===== src/rtl/intersection_pkg.sv =====
// Shared types, lamp patterns and phase durations for the intersection controller.
package intersection_pkg;

  typedef enum logic [2:0] {
    MAIN_G = 3'd0,
    MAIN_Y = 3'd1,
    RED_A  = 3'd2,
    SIDE_G = 3'd3,
    SIDE_Y = 3'd4,
    RED_B  = 3'd5,
    WALK   = 3'd6
  } state_t;

  // Lamp vector; field order is also the bit order of the packed value.
  typedef struct packed {
    logic main_red;
    logic main_yellow;
    logic main_green;
    logic side_red;
    logic side_yellow;
    logic side_green;
    logic walk;
  } lamps_t;

  localparam lamps_t LAMPS_MAIN_G  = 7'b0011000;
  localparam lamps_t LAMPS_MAIN_Y  = 7'b0101000;
  localparam lamps_t LAMPS_ALL_RED = 7'b1001000;
  localparam lamps_t LAMPS_SIDE_G  = 7'b1000010;
  localparam lamps_t LAMPS_SIDE_Y  = 7'b1000100;
  localparam lamps_t LAMPS_WALK    = 7'b1001001;

  // Length in cycles of the phase held in state s.
  function automatic int unsigned phase_len(
    input state_t      s,
    input int unsigned main_min,
    input int unsigned side_green,
    input int unsigned yellow,
    input int unsigned all_red,
    input int unsigned walk
  );
    int unsigned len;
    len = main_min;
    case (s)
      MAIN_G:         len = main_min;
      MAIN_Y, SIDE_Y: len = yellow;
      RED_A, RED_B:   len = all_red;
      SIDE_G:         len = side_green;
      WALK:           len = walk;
      default:        len = main_min;
    endcase
    return len;
  endfunction

endpackage


===== src/rtl/intersection_ctrl_phase_timer.sv =====
// Loadable down-counter that holds at zero; zero flag marks the last cycle of a phase.
module phase_timer #(
  parameter int unsigned      CNT_W   = 8,
  parameter logic [CNT_W-1:0] RST_VAL = '0
) (
  input  logic             clk,
  input  logic             rst,
  input  logic             load,
  input  logic [CNT_W-1:0] load_val,
  output logic             zero
);

  logic [CNT_W-1:0] cnt;

  // Load on phase entry, otherwise count down to zero and hold.
  always_ff @(posedge clk or posedge rst) begin
    if (rst) begin
      cnt <= RST_VAL;
    end else if (load) begin
      cnt <= load_val;
    end else if (cnt != '0) begin
      cnt <= cnt - CNT_W'(1);
    end
  end

  assign zero = (cnt == '0);

endmodule


===== src/rtl/intersection_ctrl.sv =====
// Two-road intersection sequencer with pedestrian phase, driven by one Moore FSM.
module intersection_ctrl
  import intersection_pkg::*;
#(
  parameter int unsigned MAIN_MIN_GREEN = 5,
  parameter int unsigned SIDE_GREEN     = 5,
  parameter int unsigned YELLOW_TIME    = 2,
  parameter int unsigned ALL_RED_TIME   = 1,
  parameter int unsigned WALK_TIME      = 4,
  parameter int unsigned CNT_W          = 8
) (
  input  logic       clk,
  input  logic       rst,
  input  logic       i_side_req,
  input  logic       i_ped_req,
  output logic       o_main_red,
  output logic       o_main_yellow,
  output logic       o_main_green,
  output logic       o_side_red,
  output logic       o_side_yellow,
  output logic       o_side_green,
  output logic       o_walk,
  output logic [2:0] o_state
);

  state_t           state;
  state_t           nxt_state;
  logic             side_pend;
  logic             ped_pend;
  logic             tmr_zero;
  logic             tmr_load;
  logic [CNT_W-1:0] tmr_val;
  logic             enter_side;
  logic             enter_walk;
  lamps_t           lamps;

  // Transition selection; illegal encodings fall back to main green.
  always_comb begin
    nxt_state = state;
    case (state)
      MAIN_G: if (tmr_zero && (side_pend || ped_pend)) nxt_state = MAIN_Y;
      MAIN_Y: if (tmr_zero) nxt_state = RED_A;
      RED_A:  if (tmr_zero) nxt_state = side_pend ? SIDE_G : WALK;
      SIDE_G: if (tmr_zero) nxt_state = SIDE_Y;
      SIDE_Y: if (tmr_zero) nxt_state = RED_B;
      RED_B:  if (tmr_zero) nxt_state = ped_pend ? WALK : MAIN_G;
      WALK:   if (tmr_zero) nxt_state = MAIN_G;
      default: nxt_state = MAIN_G;
    endcase
  end

  assign tmr_load   = (nxt_state != state);
  assign tmr_val    = CNT_W'(phase_len(nxt_state, MAIN_MIN_GREEN, SIDE_GREEN,
                                       YELLOW_TIME, ALL_RED_TIME, WALK_TIME) - 1);
  assign enter_side = (nxt_state == SIDE_G) && (state != SIDE_G);
  assign enter_walk = (nxt_state == WALK) && (state != WALK);

  phase_timer #(
    .CNT_W  (CNT_W),
    .RST_VAL(CNT_W'(MAIN_MIN_GREEN - 1))
  ) u_timer (
    .clk     (clk),
    .rst     (rst),
    .load    (tmr_load),
    .load_val(tmr_val),
    .zero    (tmr_zero)
  );

  // State register and request latches; the serving phase's entry edge clears its request.
  always_ff @(posedge clk or posedge rst) begin
    if (rst) begin
      state     <= MAIN_G;
      side_pend <= 1'b0;
      ped_pend  <= 1'b0;
    end else begin
      state     <= nxt_state;
      side_pend <= enter_side ? 1'b0 : (side_pend | i_side_req);
      ped_pend  <= enter_walk ? 1'b0 : (ped_pend | i_ped_req);
    end
  end

  // Moore lamp decode from the state register; unknown states show all red.
  always_comb begin
    lamps = LAMPS_ALL_RED;
    case (state)
      MAIN_G:       lamps = LAMPS_MAIN_G;
      MAIN_Y:       lamps = LAMPS_MAIN_Y;
      RED_A, RED_B: lamps = LAMPS_ALL_RED;
      SIDE_G:       lamps = LAMPS_SIDE_G;
      SIDE_Y:       lamps = LAMPS_SIDE_Y;
      WALK:         lamps = LAMPS_WALK;
      default:      lamps = LAMPS_ALL_RED;
    endcase
  end

  assign o_main_red    = lamps.main_red;
  assign o_main_yellow = lamps.main_yellow;
  assign o_main_green  = lamps.main_green;
  assign o_side_red    = lamps.side_red;
  assign o_side_yellow = lamps.side_yellow;
  assign o_side_green  = lamps.side_green;
  assign o_walk        = lamps.walk;
  assign o_state       = state;

endmodule

===== config.mk =====
export PLATFORM = sky130hd
export DESIGN_NAME = intersection_ctrl
export DESIGN_NICKNAME = d
export VERILOG_FILES = /design/src/rtl/intersection_pkg.sv /design/src/rtl/intersection_ctrl_phase_timer.sv /design/src/rtl/intersection_ctrl.sv
export SDC_FILE = /design/constraint.sdc
export NUM_CORES = 1
export LEC_CHECK = 0
export CAP_MARGIN = 20
export CELL_PAD_IN_SITES_DETAIL_PLACEMENT = 0
export CELL_PAD_IN_SITES_GLOBAL_PLACEMENT = 1
export CORE_AREA = 2 2 55 57
export DETAILED_ROUTE_END_ITERATION = 8
export DIE_AREA = 0 0 57 59
export GPL_TIMING_DRIVEN = 1
export PLACE_DENSITY = 0.79
export SLEW_MARGIN = 40
export SYNTH_ARGS = -nofsm -noshare
export SYNTH_HDL_FRONTEND = slang
export SYNTH_SLANG_ARGS = --single-unit

===== constraint.sdc =====
create_clock -name clk -period 2.4 [get_ports clk]
set_clock_uncertainty 0.05 [all_clocks]
set_input_delay 0.48 -clock clk [delete_from_list [all_inputs] [get_ports clk]]
set_output_delay 0.48 -clock clk [all_outputs]
set_load 0.02 [all_outputs]

# Word level (Yosys, flattened, before mapping)
# Cells that the tools add are included.
word_totals:
  regBits: 13
  input_bits: 4
  out_inout_bits: 10
  word_cells: 49
classes:
  add_sub_neg: 2
  n_eq_ne: 15
  n_mux: 16
  bitwise: 2
  n_reduce_logical: 10
op_table:
  columns: ["op", "count"]
  rows:
  - ["$pmux W7 S5", 1]
  - ["$mux W3", 9]
  - ["$pmux W3 S7", 1]
  - ["$eq A3 B3 Y1 const B", 6]
  - ["$mux W8", 2]
  - ["$sub A8 B1 Y8 const B", 2]
  - ["$eq A3 B2 Y1 const B", 4]
  - ["$pmux W3 S3", 1]
  - ["$logic_not A8 Y1", 1]
  - ["$reduce_bool A8 Y1", 1]
  - ["$eq A3 B1 Y1 const B", 2]
  - ["$reduce_or A2 Y1", 2]
  - ["$logic_and A1 B1 Y1", 3]
  - ["$logic_not A3 Y1", 1]
  - ["$ne A3 B2 Y1 const B", 1]
  - ["$ne A3 B3 Y1", 1]
  - ["$ne A3 B3 Y1 const B", 1]
  - ["$mux W1", 2]
  - ["$or A1 B1 Y1", 2]
  - ["$reduce_bool A2 Y1", 1]
  - ["$logic_or A1 B1 Y1", 1]

# Longest topological paths before layout
# Gate-level depths: netlist of run 1.
depth:
  ltp_word: 9
  ltp_mapped: 12

# Modules after synthesis
# Synthesis of run 1 repeated with hierarchy kept, for this count alone.
hier_totals:
  cells_unflattened: 118
  hier_area_um2: 977.2
modules_own_cells:
  columns: ["mod", "n_inst", "cells_per_inst", "area_per_inst_um2", "seq_area_each_um2"]
  rows:
  - ["phase_timer", 1, 56, 498.0, 201.4]
  - ["intersection_ctrl", 1, 62, 479.2, 125.1]

# Least setup slack after synthesis of run 1
# Ideal clock, no wire load.
synth_path:
  kind: "flip-flop to flip-flop"
  start: "reg u_timer.cnt[4]"
  end: "reg u_timer.cnt[4]"
  setup_time_ps: 119
  t_arrival_ps: 2374
  required_ps: 2231
  path_slack_ps: -143
  path_stages_with_launch: 11
  path_buffers: 0
  cell_sequence: "dfrtp_1 -> nor4_4 -> a31oi_1 -> a211o_1 -> a211oi_1 -> a21oi_1 -> ha_1 -> nand2_1 -> nor3_1 -> a211o_2 -> and2_1"
synth_via:
  elab_chain_len: 9
synth_rtl:
  columns: ["element", "line", "source"]
  rows:
  - ["start, declared", "intersection_ctrl_phase_timer.sv:13", "logic [CNT_W-1:0] cnt;"]
  - ["start signal, assigned", "intersection_ctrl_phase_timer.sv:20", "cnt <= load_val;"]
  - ["start signal, assigned", "intersection_ctrl_phase_timer.sv:22", "cnt <= cnt - CNT_W'(1);"]
  - ["$logic_not A8 Y1 (*)", "intersection_ctrl_phase_timer.sv:26", "assign zero = (cnt == '0);"]
  - ["$logic_and A1 B1 Y1", "intersection_ctrl.sv:41", "MAIN_G: if (tmr_zero && (side_pend || ped_pend)) nxt_state = MAIN_Y;"]
  - ["$mux W3", "intersection_ctrl.sv:41", null]
  - ["$pmux W3 S7 (*)", "intersection_ctrl.sv:40", "case (state)"]
  - ["named net nxt_state[1]", "intersection_ctrl.sv:27", "state_t nxt_state;"]
  - ["$eq A3 B2 Y1, or another cell as far along", "intersection_pkg.sv:43", "case (s)"]
  - ["$reduce_or A2 Y1", "intersection_pkg.sv:43", null]
  - ["$pmux W3 S3", "intersection_pkg.sv:43", null]
  - ["$sub A8 B1 Y8", "intersection_ctrl.sv:54", "YELLOW_TIME, ALL_RED_TIME, WALK_TIME) - 1);"]
  - ["$mux W8", "intersection_ctrl_phase_timer.sv:19", "end else if (load) begin"]
# Mark *: on every way through the listed nets, which the timed path passes. The rest lies on a longest branch. The select of a mux whose other input is x is not followed.
# A chain may end at the register's enable or synchronous reset.

# Worst setup path in the final report of run 1
layout_path:
  start: "reg u_timer.cnt[2]"
  end: "reg u_timer.cnt[4]"
# Same word-level chain as after synthesis.

==> metrics.txt, run 1 <==
# TYPE chip_impl_metric gauge
chip_impl_info{name="routed.top_layer",value="met4"} 1
chip_impl_metric{name="avgViaCountPerCell",unit=""} 5.69
chip_impl_metric{name="grt_remaining_overflow",unit=""} 0
chip_impl_metric{name="multi_input_area",unit="µm²"} 626
chip_impl_metric{name="maximum_resistive_drop_on_vdd",unit="mV"} 0.681
chip_impl_info{name="failed_checks",value="negative setup slack"} 1
chip_impl_metric{name="synth-edff-count",unit=""} 0
chip_impl_metric{name="routed-wl-met2",unit="µm"} 1350
chip_impl_metric{name="fp.dieH",unit="µm"} 59
chip_impl_info{name="element_type_at_the_critical_path_end",value="register"} 1
chip_impl_metric{name="layout-area-overhead-vs-synth",unit="%"} 50.1
chip_impl_metric{name="drc_errors",unit=""} 0
chip_impl_metric{name="synth-warning-count",unit=""} 0
chip_impl_metric{name="path_max_fanout",unit=""} 9
chip_impl_metric{name="die_area",unit="µm²"} 3360
chip_impl_metric{name="synth_nets",unit=""} 115
chip_impl_metric{name="die_w",unit="µm"} 57
chip_impl_metric{name="tritoncts_num_sinks",unit=""} 13
chip_impl_metric{name="grt_antenna_before_repair",unit=""} 0
chip_impl_metric{name="m1_wl",unit="µm"} 1250
chip_impl_metric{name="utilization",unit="%"} 51.6
chip_impl_metric{name="total_wirelength_of_the_detailed_routed_design",unit="µm"} 2800
chip_impl_info{name="most_frequently_used_flop_master_after_synthesis",value="sky130_fd_sc_hd__dfrtp_1"} 1
chip_impl_metric{name="power.density_cell_area",unit="nW/µm²"} 1050
chip_impl_metric{name="detailedPlacementHpwl",unit="µm"} 1980
chip_impl_metric{name="drt-wirelength-per-cell",unit="µm"} 15.4
chip_impl_metric{name="grt_pass1_wl",unit="µm"} 4690
chip_impl_metric{name="drtIter0Drc",unit=""} 51
chip_impl_metric{name="floorplan.core_area",unit="µm²"} 2710
chip_impl_metric{name="fmax",unit="MHz"} 404
chip_impl_metric{name="final_weighted_congestion_of_routability_driven_global_placement",unit=""} 0.821
chip_impl_info{name="layout.cells.most_common_list",value="sky130_fd_sc_hd__buf_4, sky130_fd_sc_hd__nor2_1, sky130_fd_sc_hd__dfrtp_1"} 1
chip_impl_metric{name="worst_ep_arrival_time",unit="ns"} 2.61
chip_impl_metric{name="yosys_register_bits",unit=""} 13
chip_impl_metric{name="antenna_left",unit=""} 0
chip_impl_metric{name="final_net_count",unit=""} 158
chip_impl_metric{name="layout_setup_ws",unit="ns"} -0.0723
chip_impl_metric{name="clkTransAtPathRegs",unit="ns"} 0.08
chip_impl_metric{name="routed-wl-met3",unit="µm"} 155
chip_impl_info{name="run_status",value="finished with violations"} 1
chip_impl_metric{name="final_min_period_over_clock_period",unit="%"} 103
chip_impl_metric{name="cellLeakagePower",unit="nW"} 0.622
chip_impl_info{name="min-delay-path-class",value="input port to async pin"} 1
chip_impl_metric{name="worst_ep_required_time",unit="ns"} 2.54
chip_impl_info{name="layout.cells.most_common",value="sky130_fd_sc_hd__buf_4"} 1
chip_impl_metric{name="synthCells",unit=""} 109
chip_impl_metric{name="start_util",unit="%"} 34.3
chip_impl_metric{name="h_tree_depth",unit=""} 1
chip_impl_metric{name="clock_insertion_delay_at_the_later_pin_of_the_skew_report",unit="ns"} 0.29
chip_impl_info{name="critPathLaunchType",value="register"} 1
chip_impl_info{name="setup_repair_after_global_routing_missed_its_margin",value="true"} 1
chip_impl_metric{name="fin_crit",unit="ns"} 2.47
chip_impl_metric{name="cts_hold_buffers",unit=""} 0
chip_impl_metric{name="post_route_cells_drive_above_1_share",unit="%"} 37.7
chip_impl_metric{name="first_global_vias",unit=""} 982
chip_impl_metric{name="synth_seq_area_share",unit="%"} 35.1
chip_impl_metric{name="routed-via-count",unit=""} 1036
chip_impl_metric{name="cts_buffer_depth",unit=""} 2
chip_impl_metric{name="drt-pass1-iter-count",unit=""} 4
chip_impl_metric{name="dpl-instance-area",unit="µm²"} 1290
chip_impl_metric{name="port-buffer-count",unit=""} 13
chip_impl_metric{name="layout.filler_cells",unit=""} 271
chip_impl_metric{name="finalSetupViolCount",unit=""} 2
chip_impl_metric{name="async_reset_ff_share",unit="%"} 100
chip_impl_metric{name="final.hold.worst_slack",unit="ns"} 0.454
chip_impl_metric{name="rows",unit=""} 19
chip_impl_metric{name="grt_start_max_net_pins",unit=""} 16
chip_impl_metric{name="cts_bufs_inserted",unit=""} 3
chip_impl_metric{name="top_level_ports",unit=""} 14
chip_impl_metric{name="hold_violations",unit=""} 0
chip_impl_metric{name="finalInstanceArea",unit="µm²"} 1400
chip_impl_metric{name="global_route.usage.total",unit="%"} 18.3
chip_impl_metric{name="worst_slew_pin_slew",unit="ns"} 0.489
chip_impl_metric{name="num_antenna_cells",unit=""} 0
chip_impl_metric{name="fin_max_slew_vios",unit=""} 0
chip_impl_metric{name="postSynthAreaPerCell",unit="µm²"} 8.54
chip_impl_metric{name="max-slew-margin-rel",unit="%"} 67.4
chip_impl_info{name="cts_root_buffer",value="sky130_fd_sc_hd__clkbuf_4"} 1
chip_impl_info{name="cts_tree",value="built"} 1
chip_impl_info{name="timing_worst_setup_path_type",value="register to register"} 1
chip_impl_metric{name="synth_cell_types",unit=""} 41
chip_impl_metric{name="drv_cap",unit=""} 0
chip_impl_metric{name="netlist_area",unit="µm²"} 931
chip_impl_metric{name="seqCellArea",unit="µm²"} 329
sequential cells by signal (all words and copies together), names as in the netlist:
name         cells
side_pend        1
u_timer.cnt      8
o_state          3
ped_pend         1
synthesized netlist by cell type (all sizes together), types with 2 or more instances:
master | n | area share, %
clkbuf | 2 | 0.81
nand3 | 2 | 1.1
a211o | 3 | 3.0
o21ai | 7 | 3.8
and2 | 2 | 1.3
nor2 | 11 | 4.4
ha | 2 | 2.7
a22oi | 2 | 1.6
buf | 4 | 3.4
or4 | 2 | 1.7
a211oi | 2 | 1.6
nor3 | 4 | 2.2
nand2b | 2 | 1.3
a31oi | 5 | 3.4
nor4 | 3 | 3.6
o31ai | 4 | 3.8
nor2b | 2 | 1.3
nand2 | 9 | 3.6
dfrtp | 12 | 32
inv | 6 | 2.4
xor2 | 2 | 1.9
o21a | 2 | 1.6
a21oi | 7 | 3.8
final cells by class:
| cell class | count | area share, % |
|---|---|---|
| clock buffers | 4 | 1.88 |
| repair buffers | 44 | 25.4 |
| multi-input cells | 84 | 44.8 |
| flip-flops and latches | 13 | 23.5 |
| well taps | 31 | 2.78 |
| inverters | 6 | 1.61 |
per-layer routing:
layer	vias up	GRT usage (%)
li1	491	-
met2	42	29.2
met1	496	24.2
met3	7	5.02
met4	0	5.98
met5	-	0
kinds of logic (layout without fill, tap and decap cells):
group | after synthesis | in the layout | share of synthesized area, %
AOI/OAI and AO/OA | 38 | 38 | 28.9
xor gates and xnor gates | 2 | 2 | 1.88
buffers and inverters | 12 | 54 | 6.59
muxes | 1 | 1 | 1.08
and+or+nand+nor | 41 | 41 | 23.8
adders and majority gates | 2 | 2 | 2.69
DFF | 13 | 13 | 35.1
through the flow:
stage               total power, W  setup WS [ns]  TNS [ns]  cells
floorplan                 0.000849        -0.0420   -0.0420    109
global placement           0.00120         0.0123         0    174
detailed placement         0.00122        -0.0478   -0.0783    174
CTS                        0.00140        -0.0455   -0.0811    181
global route               0.00158         -0.155    -0.291    182
finish                     0.00147        -0.0723   -0.0928    182
path summary, 6_finish.rpt:
check                                      startpoint                    endpoint  slack, ns  cells after the start
max                        u_timer.cnt[2]$_DFFE_PP1P_  u_timer.cnt[4]$_DFFE_PP0P_      -0.07                     11
max in group asynchronous                         rst        o_state[0]$_DFF_PP0_       1.49                      2
max reg2reg                u_timer.cnt[2]$_DFFE_PP1P_  u_timer.cnt[4]$_DFFE_PP0P_      -0.07                     11
min in group clk           u_timer.cnt[7]$_DFFE_PP0P_  u_timer.cnt[7]$_DFFE_PP0P_       0.51                      2
min reg2reg                u_timer.cnt[7]$_DFFE_PP0P_  u_timer.cnt[7]$_DFFE_PP0P_       0.51                      2
min                                               rst  u_timer.cnt[6]$_DFFE_PP0P_       0.45                      2
worst max-delay path: stages, from the launching register on:
cell                       delay (ns)
sky130_fd_sc_hd__dfstp_2         0.54
sky130_fd_sc_hd__nor4_2          0.04
sky130_fd_sc_hd__buf_4           0.17
sky130_fd_sc_hd__and3_2          0.23
sky130_fd_sc_hd__a211o_1         0.29
sky130_fd_sc_hd__a211oi_2        0.17
sky130_fd_sc_hd__a21oi_1         0.10
sky130_fd_sc_hd__ha_2            0.22
sky130_fd_sc_hd__nand2_4         0.09
sky130_fd_sc_hd__nor3_2          0.04
sky130_fd_sc_hd__a211o_2         0.26
sky130_fd_sc_hd__and2_1          0.15
report_power, final:
| part | internal [W] | switching, W |
|---|---|---|
| Clock | 0.0000647 | 0.0000759 |
| Sequential | 0.000301 | 0.0000697 |
| Combinational | 0.000476 | 0.000485 |
what timing repair did:
action,in CTS,in global routing
endpoints found under the setup margin,8,5
cloned,0,0
setup buffers,3,1
resized for setup,8,11
endpoints found under the hold margin,0,0
pin swaps,0,0
No activity file was read; power rests on OpenSTA's default activity.
==> run 2, diff against run 1 <==
--- a/config.mk
+++ b/config.mk
@@ -12,7 +12,7 @@
 export DETAILED_ROUTE_END_ITERATION = 8
 export DIE_AREA = 0 0 57 59
 export GPL_TIMING_DRIVEN = 1
-export PLACE_DENSITY = 0.79
+export PLACE_DENSITY = 0.78
 export SLEW_MARGIN = 40
 export SYNTH_ARGS = -nofsm -noshare
 export SYNTH_HDL_FRONTEND = slang
==> constraint.sdc (replaced) <==
create_clock -name clk -period 2.4 [get_ports clk]
set_clock_uncertainty 0.05 [all_clocks]
set_input_delay 0.48 -clock clk [delete_from_list [all_inputs] [get_ports clk]]
set_output_delay 0.48 -clock clk [all_outputs]
set_load 0.1 [all_outputs]
==> metrics.txt, run 2 (synthesized netlist as in run 1, its figures left out) <==
# TYPE chip_impl_metric gauge
chip_impl_info{name="run_status",value="finished with violations"} 1
chip_impl_info{name="failed_checks",value="negative setup slack"} 1
chip_impl_metric{name="tritoncts_num_sinks",unit=""} 13
chip_impl_metric{name="top_level_ports",unit=""} 14
chip_impl_metric{name="drv_cap",unit=""} 0
chip_impl_metric{name="worst_ep_arrival_time",unit="ns"} 2.64
chip_impl_metric{name="fmax",unit="MHz"} 404
chip_impl_metric{name="grt_start_max_net_pins",unit=""} 14
chip_impl_metric{name="drtIter0Drc",unit=""} 66
chip_impl_info{name="critPathLaunchType",value="register"} 1
chip_impl_metric{name="first_global_vias",unit=""} 1006
chip_impl_metric{name="clock_insertion_delay_at_the_later_pin_of_the_skew_report",unit="ns"} 0.27
chip_impl_metric{name="finalSetupViolCount",unit=""} 3
chip_impl_metric{name="h_tree_depth",unit=""} 1
chip_impl_metric{name="num_antenna_cells",unit=""} 0
chip_impl_metric{name="rows",unit=""} 19
chip_impl_metric{name="finalInstanceArea",unit="µm²"} 1670
chip_impl_metric{name="avgViaCountPerCell",unit=""} 5.62
chip_impl_info{name="cts_tree",value="built"} 1
chip_impl_metric{name="cts_hold_buffers",unit=""} 0
chip_impl_metric{name="worst_ep_required_time",unit="ns"} 2.57
chip_impl_metric{name="fin_crit",unit="ns"} 2.48
chip_impl_info{name="setup_repair_after_global_routing_missed_its_margin",value="true"} 1
chip_impl_info{name="timing_worst_setup_path_type",value="register to register"} 1
chip_impl_info{name="largest_register",value="u_timer.cnt"} 1
chip_impl_metric{name="worst_slew_pin_slew",unit="ns"} 0.470
chip_impl_metric{name="cellLeakagePower",unit="nW"} 0.719
chip_impl_metric{name="grt_remaining_overflow",unit=""} 0
chip_impl_metric{name="fin_max_slew_vios",unit=""} 0
chip_impl_metric{name="grt_pass1_wl",unit="µm"} 4810
chip_impl_metric{name="largest_register_ff_count",unit=""} 8
chip_impl_metric{name="drc_errors",unit=""} 0
chip_impl_metric{name="layout_setup_ws",unit="ns"} -0.0755
chip_impl_metric{name="cts_bufs_inserted",unit=""} 3
chip_impl_info{name="layout.cells.most_common_list",value="sky130_fd_sc_hd__buf_4, sky130_fd_sc_hd__nor2_1, sky130_fd_sc_hd__dfrtp_1"} 1
chip_impl_metric{name="final_net_count",unit=""} 170
chip_impl_metric{name="port-buffer-count",unit=""} 13
chip_impl_metric{name="total_wirelength_of_the_detailed_routed_design",unit="µm"} 3090
chip_impl_metric{name="detailedPlacementHpwl",unit="µm"} 2020
chip_impl_metric{name="start_util",unit="%"} 34.3
chip_impl_metric{name="utilization",unit="%"} 61.5
chip_impl_metric{name="grt_antenna_before_repair",unit=""} 0
chip_impl_metric{name="power.density_cell_area",unit="nW/µm²"} 1200
chip_impl_info{name="min-delay-path-class",value="input port to async pin"} 1
chip_impl_metric{name="final_weighted_congestion_of_routability_driven_global_placement",unit=""} 0.924
chip_impl_metric{name="clkTransAtPathRegs",unit="ns"} 0.07
chip_impl_info{name="layout.cells.most_common",value="sky130_fd_sc_hd__buf_4"} 1
chip_impl_metric{name="layout-area-overhead-vs-synth",unit="%"} 79.2
chip_impl_metric{name="die_area",unit="µm²"} 3360
chip_impl_metric{name="multi_input_area",unit="µm²"} 706
chip_impl_metric{name="post_route_cells_drive_above_1_share",unit="%"} 54.6
chip_impl_metric{name="max-slew-margin-rel",unit="%"} 68.7
chip_impl_metric{name="dpl-instance-area",unit="µm²"} 1410
chip_impl_metric{name="seqCellArea",unit="µm²"} 335
chip_impl_metric{name="fp.dieH",unit="µm"} 59
chip_impl_metric{name="final_min_period_over_clock_period",unit="%"} 103
chip_impl_metric{name="drt-wirelength-per-cell",unit="µm"} 15.9
chip_impl_metric{name="hold_violations",unit=""} 0
chip_impl_metric{name="path_max_fanout",unit=""} 5
chip_impl_metric{name="antenna_left",unit=""} 0
chip_impl_metric{name="preCtsSetupSlack",unit="ns"} -0.135
chip_impl_metric{name="layout.filler_cells",unit=""} 221
chip_impl_info{name="element_type_at_the_critical_path_end",value="register"} 1
chip_impl_metric{name="drt-pass1-iter-count",unit=""} 4
chip_impl_metric{name="maximum_resistive_drop_on_vdd",unit="mV"} 0.976
chip_impl_metric{name="cts_buffer_depth",unit=""} 2
chip_impl_info{name="cts_root_buffer",value="sky130_fd_sc_hd__clkbuf_4"} 1
chip_impl_metric{name="global_route.usage.total",unit="%"} 18.4
chip_impl_metric{name="floorplan.core_area",unit="µm²"} 2710
chip_impl_metric{name="die_w",unit="µm"} 57
chip_impl_metric{name="routed-via-count",unit=""} 1090
-- run 2: cell count changes in the layout (fill, tap and decap cells not counted), sizes merged --
cell / change
clkbuf: -1
dlygate4sd2: -5
buf: +22
inv: -1
clkdlybuf4s50: -4
clkinvlp: +1
-- run 2: path summary, 6_finish.rpt --
kind / startpoint / endpoint / slack, ns / cells after the start
max in group asynchronous: rst / o_state[0]$_DFF_PP0_ / 1.48 / 2
hold reg to reg: u_timer.cnt[7]$_DFFE_PP0P_ / u_timer.cnt[7]$_DFFE_PP0P_ / 0.51 / 2
hold / removal: rst / o_state[1]$_DFF_PP0_ / 0.46 / 2
setup / recovery: u_timer.cnt[4]$_DFFE_PP0P_ / u_timer.cnt[4]$_DFFE_PP0P_ / -0.08 / 12
setup reg to reg: u_timer.cnt[4]$_DFFE_PP0P_ / u_timer.cnt[4]$_DFFE_PP0P_ / -0.08 / 12
min in group clk: u_timer.cnt[7]$_DFFE_PP0P_ / u_timer.cnt[7]$_DFFE_PP0P_ / 0.51 / 2
-- run 2: stage by stage --
| stage | setup TNS (ns) | power (W) | instances | hold slack [ns] |
|---|---|---|---|---|
| 2_1_floorplan | -1.17 | 0.00118 | 109 | 0.306 |
| 3_5_place_dp | -0.192 | 0.00163 | 173 | 0.504 |
| 4_1_cts | -0.134 | 0.00191 | 192 | 0.474 |
| 6_report | -0.155 | 0.00200 | 194 | 0.461 |
| 5_1_grt | -0.682 | 0.00212 | 194 | 0.513 |
| 3_3_place_gp | -0.0796 | 0.00160 | 173 | 0.489 |
-- run 2: cell type report --
cell class                      instances  area share (%)
Tap cell                               31            2.33
Sequential cell                        13            20.1
Timing Repair Buffer                   56            32.1
Inverter                                6            1.58
Clock buffer                            4            1.58
Multi-Input combinational cell         84            42.3
-- run 2: timing repair --
item / 4_1_cts / 5_1_grt
pin swaps: 12 / 9
setup endpoints to repair: 4 / 6
cloned: 1 / 0
gates resized for setup: 13 / 10
endpoints found under the hold margin: 0 / 0
setup buffers: 14 / 2
-- run 2: power breakdown --
group	internal (W)	switching, W	leakage (nW)
logic	0.000680	0.000824	0.558
registers	0.000306	0.0000580	0.146
clock network	0.0000645	0.0000677	0.0150
-- run 2: critical path, cell delays in order, from the launching register on --
cell and delay (ns):
sky130_fd_sc_hd__dfrtp_1 0.41, sky130_fd_sc_hd__nor4_4 0.29, sky130_fd_sc_hd__buf_4 0.20, sky130_fd_sc_hd__buf_6 0.11, sky130_fd_sc_hd__a221o_2 0.15, sky130_fd_sc_hd__nand3_2 0.11, sky130_fd_sc_hd__xor2_1 0.17, sky130_fd_sc_hd__a21oi_1 0.16
sky130_fd_sc_hd__ha_2 0.24, sky130_fd_sc_hd__buf_6 0.11, sky130_fd_sc_hd__o21ai_2 0.06, sky130_fd_sc_hd__o31ai_2 0.21, sky130_fd_sc_hd__and2_1 0.15
-- run 2: per-layer routing --
layer	share of wire, %	GRT usage, %
met3	5.7	5.02
met5	0	0
met1	41	24.7
met2	50	29.4
met4	3.1	5.32
==> run 3, diff against run 2 <==
--- a/config.mk
+++ b/config.mk
@@ -9,6 +9,8 @@
 export CELL_PAD_IN_SITES_DETAIL_PLACEMENT = 0
 export CELL_PAD_IN_SITES_GLOBAL_PLACEMENT = 1
 export CORE_AREA = 2 2 55 57
+export CTS_CLUSTER_DIAMETER = 30
+export CTS_CLUSTER_SIZE = 8
 export DETAILED_ROUTE_END_ITERATION = 8
 export DIE_AREA = 0 0 57 59
 export GPL_TIMING_DRIVEN = 1
==> results of run 3 <==
Final layout, timing and power as in run 2 (identical DEF).
==> variant 1 (flow settings as in run 1) <==
Make the reset (`rst`) synchronous in 2 clocked blocks.
--- a/src/rtl/intersection_ctrl_phase_timer.sv
+++ b/src/rtl/intersection_ctrl_phase_timer.sv
@@ -15,3 +15,3 @@
   // Load on phase entry, otherwise count down to zero and hold.
-  always_ff @(posedge clk or posedge rst) begin
+  always_ff @(posedge clk) begin
     if (rst) begin
--- a/src/rtl/intersection_ctrl.sv
+++ b/src/rtl/intersection_ctrl.sv
@@ -69,3 +69,3 @@
   // State register and request latches; the serving phase's entry edge clears its request.
-  always_ff @(posedge clk or posedge rst) begin
+  always_ff @(posedge clk) begin
     if (rst) begin
Function: differs if rst is asserted again (counterexample within 10 cycles, from zero or initial values and one cycle with rst high); with rst held inactive, the same outputs for 10 cycles.
==> variant 1 against run 1 <==
Total power is 29% lower; setup slack better by 210 ps; combinational power fell by 41%; routed wire length down 18%; register-to-register slack improved by 260 ps; area after synthesis down 4.3%; critical path depth decreased by 6; cell area shrank 20%; sequential cell count unchanged; critical endpoint is now o_side_yellow; largest cell class unchanged; largest power group unchanged; highest routed layer is now met3.
==> variant 1: results (changes against run 1) <==
The run finished with clean final reports. The post-placement setup slack was 122 ps (was -47.8 ps); the cell leakage power was 0.428 nW (was 0.622 nW). For the number of nets produced by synthesis, the log shows 126 (was 115). Arrival time reported for the critical path endpoint: 1730 ps (was 2610 ps). The dominant synthesized flop cell was sky130_fd_sc_hd__dfxtp_1 (was sky130_fd_sc_hd__dfrtp_1).

The violation count after the first detailed-route iteration is 35 (was 51), and the fraction of layout instances using a drive strength above 1 is 0.137 (was 0.377). The cell at the slowest stage of the critical path was sky130_fd_sc_hd__dfxtp_1 (was sky130_fd_sc_hd__dfstp_2). The logs give 283 (was 271) for the number of fill cells in the layout and 166 (was 174) for the placed cell count. The run gives 34 (was 41) as the number of unique standard cell types used by synthesis. The run gives 146 (was 158) as the post-layout net count.

The number of buffers added for setup after CTS came out at 0 (was 3). The logs give 941 (was 1,036) for the total vias in the final route and 0.797 (was 0.821) for the final estimated routing congestion in global placement. The number of standard cells after synthesis came out at 120 (was 109).

The startpoint identified for the worst hold timing path is u_timer.cnt[7]$_SDFFE_PP0P_. The tools report the largest net degree at the start of global routing as 19 (was 16). The tools report the via count of the first global-routing pass as 880 (was 982).

The worst reg2reg path startpoint was o_state[1]$_SDFF_PP0_ (was u_timer.cnt[2]$_DFFE_PP1P_). Origin of the worst setup path: o_state[0]$_SDFF_PP0_ (was u_timer.cnt[2]$_DFFE_PP1P_). Cell types occupying the most area after synthesis: sky130_fd_sc_hd__dfxtp_1 29%, sky130_fd_sc_hd__a21oi_1 6.7%, sky130_fd_sc_hd__nor3_1 5.6% (was sky130_fd_sc_hd__dfrtp_1 32%, sky130_fd_sc_hd__nor2_1 4.4%, sky130_fd_sc_hd__a21oi_1 3.8%). The maximum fanout encountered on the critical timing path was 4 (was 9).

The aggregate global-route resource usage is 0.147 (was 0.183), and the highest cell delay on the worst timing path is 370 ps (was 540 ps). The sum of net half-perimeters after detailed placement is 1650 um (was 1980 um). Async set-or-reset flop fraction in the synthesized netlist: 0 (was 1.00). The post-CTS clock slew at the launch and capture registers of the worst setup and hold paths is 80 ps (about the same). The classification of the worst-slack hold path was flop to flop (was primary input to async pin).
variant 1: changes by cell type after synthesis, sizes merged, moves of 4 or more:
cell    delta
o31ai      -4
dfrtp     -12
clkbuf     +4
dfxtp     +13
a21oi      +5
nor3       +6
a31oi      -4
variant 1: final cells by class:
cell class | count | area, um^2 | area share
Clock buffer | 3 | 22.5 | 0.0200
Clock inverter | 1 | 5.00 | 0.00445
Inverter | 5 | 18.8 | 0.0167
Multi-Input combinational cell | 94 | 569 | 0.507
Sequential cell | 13 | 262 | 0.233
Tap cell | 31 | 38.8 | 0.0345
Timing Repair Buffer | 23 | 208 | 0.185
variant 1: timing repair:
action / CTS / global route
gates resized for setup: 3 / 4
cloned: 0 / 0
endpoints found under the setup margin: 3 / 2
variant 1: critical path, delay by kind of cell, from the launching register on:
family	cells	cell delay, ps
adders and majority gates	1	330
DFF	1	370
and+or+nand+nor	2	310
buffers and inverters	2	450
variant 1: cells by family after synthesis:
family | Yosys count | synth area share
simple gates | 50 | 0.280
compound gates | 39 | 0.298
buf+inv | 13 | 0.0716
flops | 13 | 0.292
xor+xnor | 2 | 0.0197
fa+ha+maj | 2 | 0.0281
mux | 1 | 0.0112
variant 1: layer usage:
layer  routed length (um)  GRT usage
met5                    0          0
met2                 1070      0.259
met1                 1110      0.183
met3                  109     0.0415
met4                    0     0.0233
variant 1: power breakdown:
| part | total, mW | internal (mW) | switching [mW] |
|---|---|---|---|
| Sequential | 0.330 | 0.268 | 0.0629 |
| Combinational | 0.570 | 0.276 | 0.294 |
| Clock | 0.139 | 0.0620 | 0.0770 |
variant 1: through the flow:
step	power, mW	instance area (um^2)
after floorplan	0.729	891
after global placement	0.887	1090
after detailed placement	0.904	1090
after CTS	1.04	1110
after global routing	1.13	1120
final	1.04	1120
variant 1: path summary, 6_finish.rpt:
path                                      end  slack [ps]  cells past startpoint
setup reg to reg  u_timer.cnt[4]$_SDFFE_PP0P_         190                      7
setup / recovery                o_side_yellow         140                      5
hold / removal    u_timer.cnt[7]$_SDFFE_PP0P_         430                      2
hold reg to reg   u_timer.cnt[7]$_SDFFE_PP0P_         430                      2
==> variant 2 (settings of run 1) <==
Made on the original files. `CNT_W` is set to 8 in 2 places; all go to 12.
--- a/src/rtl/intersection_ctrl_phase_timer.sv
+++ b/src/rtl/intersection_ctrl_phase_timer.sv
@@ -2,3 +2,3 @@
 module phase_timer #(
-  parameter int unsigned      CNT_W   = 8,
+  parameter int unsigned      CNT_W   = 12,
   parameter logic [CNT_W-1:0] RST_VAL = '0
--- a/src/rtl/intersection_ctrl.sv
+++ b/src/rtl/intersection_ctrl.sv
@@ -9,3 +9,3 @@
   parameter int unsigned WALK_TIME      = 4,
-  parameter int unsigned CNT_W          = 8
+  parameter int unsigned CNT_W          = 12
 ) (
Behaviour: same outputs for any inputs over 10 cycles, from zero or initial values and one cycle with rst high; that may be too few to reach the edited logic, so the function may still have changed.
==> variant 2 against run 1 <==
The run still ends with setup timing left; total power up 12%; highest routed layer unchanged; combinational power rose by 5%; routed wire length up 8.9%; first-iteration DRC count is 16% lower; setup slack got worse by 300 ps; count of clock-buffer cells in the layout did not move; global-route usage up 0.90 points; sequential cell count is 4 higher; cell area increased by 17%; largest power group unchanged; clock power up 9%; area after synthesis increased by 22%.
==> variant 2: results (changes against run 1) <==
Average wire per standard cell: 14.8 um (was 15.4 um). The number of unique standard cell types used by synthesis is 43 (was 41). Cell types occupying the most area after synthesis: sky130_fd_sc_hd__dfrtp_1 35%, sky130_fd_sc_hd__a21oi_1 5.7%, sky130_fd_sc_hd__nor2_1 5.3% (was sky130_fd_sc_hd__dfrtp_1 32%, sky130_fd_sc_hd__nor2_1 4.4%, sky130_fd_sc_hd__a21oi_1 3.8%). The post-layout net count is 182 (was 158). The run gives 126 (was 109) as the number of standard cells after synthesis. The worst reg2reg path startpoint is u_timer.cnt[5]$_DFFE_PP0P_ (was u_timer.cnt[2]$_DFFE_PP1P_). The internal power is 971 uW (was 841 uW), and the worst reg-to-reg path cell count is 10 (was 11).

The met2 track demand over resource is 0.286 (was 0.292). The tools report the final-report setup violation count as 6 (was 2). The number of non-filler instances in the completed layout was 206 (was 182). The tools report the length of routed wiring on met1 as 1440 um (was 1250 um). Maximum fanout encountered on the critical timing path: 6 (was 9). The combinational power was 1.01 mW (was 961 uW); the power density normalized to cell area was 1010 nW/um^2 (was 1050 nW/um^2). The tools report the number of fill cells in the layout as 241 (was 271). Failing checks: setup timing (unchanged). For the final critical-path setup slack, the log shows -372 ps (was -72.3 ps).

The fraction of the yosys area taken by sequential cells came out at 0.375 (was 0.351). The run finished, with violations left. The run gives 606 uV (was 681 uV) as the worst vdd rail ir drop. The tools report the capture instance of the worst register-to-register path as u_timer.cnt[8]$_DFFE_PP0P_ (was u_timer.cnt[4]$_DFFE_PP0P_).

The logs give 0.288 (was 0.242) for the met1 usage and 1450 um (was 1350 um) for the length of routed met2 wiring. The final estimated routing congestion in global placement was 0.873 (was 0.821); the via density per instance was 5.46 (was 5.69).
==> variant 2: cell types whose count changed after synthesis, moves of 4 or more <==
cell | before | now
sky130_fd_sc_hd__nor2_1 | 11 | 16
sky130_fd_sc_hd__nand2_1 | 9 | 14
sky130_fd_sc_hd__a31oi_1 | 5 | 1
sky130_fd_sc_hd__xor2_1 | 2 | 6
sky130_fd_sc_hd__dfrtp_1 | 12 | 16
sky130_fd_sc_hd__a21oi_1 | 7 | 13
==> variant 2: worst max-delay path: stages, from the launching register on <==
cell and delay (ps):
sky130_fd_sc_hd__dfrtp_1 390, sky130_fd_sc_hd__or3_4 390, sky130_fd_sc_hd__or4_4 530, sky130_fd_sc_hd__o311ai_4 230, sky130_fd_sc_hd__o21ai_2 110, sky130_fd_sc_hd__xnor2_1 130
sky130_fd_sc_hd__o31a_1 270, sky130_fd_sc_hd__ha_4 190, sky130_fd_sc_hd__nand4b_1 100, sky130_fd_sc_hd__xor2_1 160, sky130_fd_sc_hd__a21oi_1 80
==> variant 2: repair_timing <==
action / CTS / global route
gates cloned: 0 / 0
pin swaps: 2 / 4
setup buffers: 1 / 5
resized for setup: 9 / 10
setup endpoints to repair: 11 / 8
endpoints found under the hold margin: 0 / 0
==> variant 2: cell type report <==
| cell class | instances | share of cell area |
|---|---|---|
| Sequential cell | 17 | 0.262 |
| Inverter | 4 | 0.00917 |
| Tap cell | 31 | 0.0237 |
| Multi-Input combinational cell | 102 | 0.448 |
| Clock buffer | 4 | 0.0161 |
| Timing Repair Buffer | 48 | 0.241 |
==> variant 2: cell families (layout without fill, tap and decap cells) <==
logic type	count (synthesis)	in the layout	synth area share
compound gates	36	36	0.233
xor+xnor	8	8	0.0616
fa+ha+maj	2	2	0.0220
buf+inv	7	56	0.0429
flops	17	17	0.375
simple gates	56	56	0.265
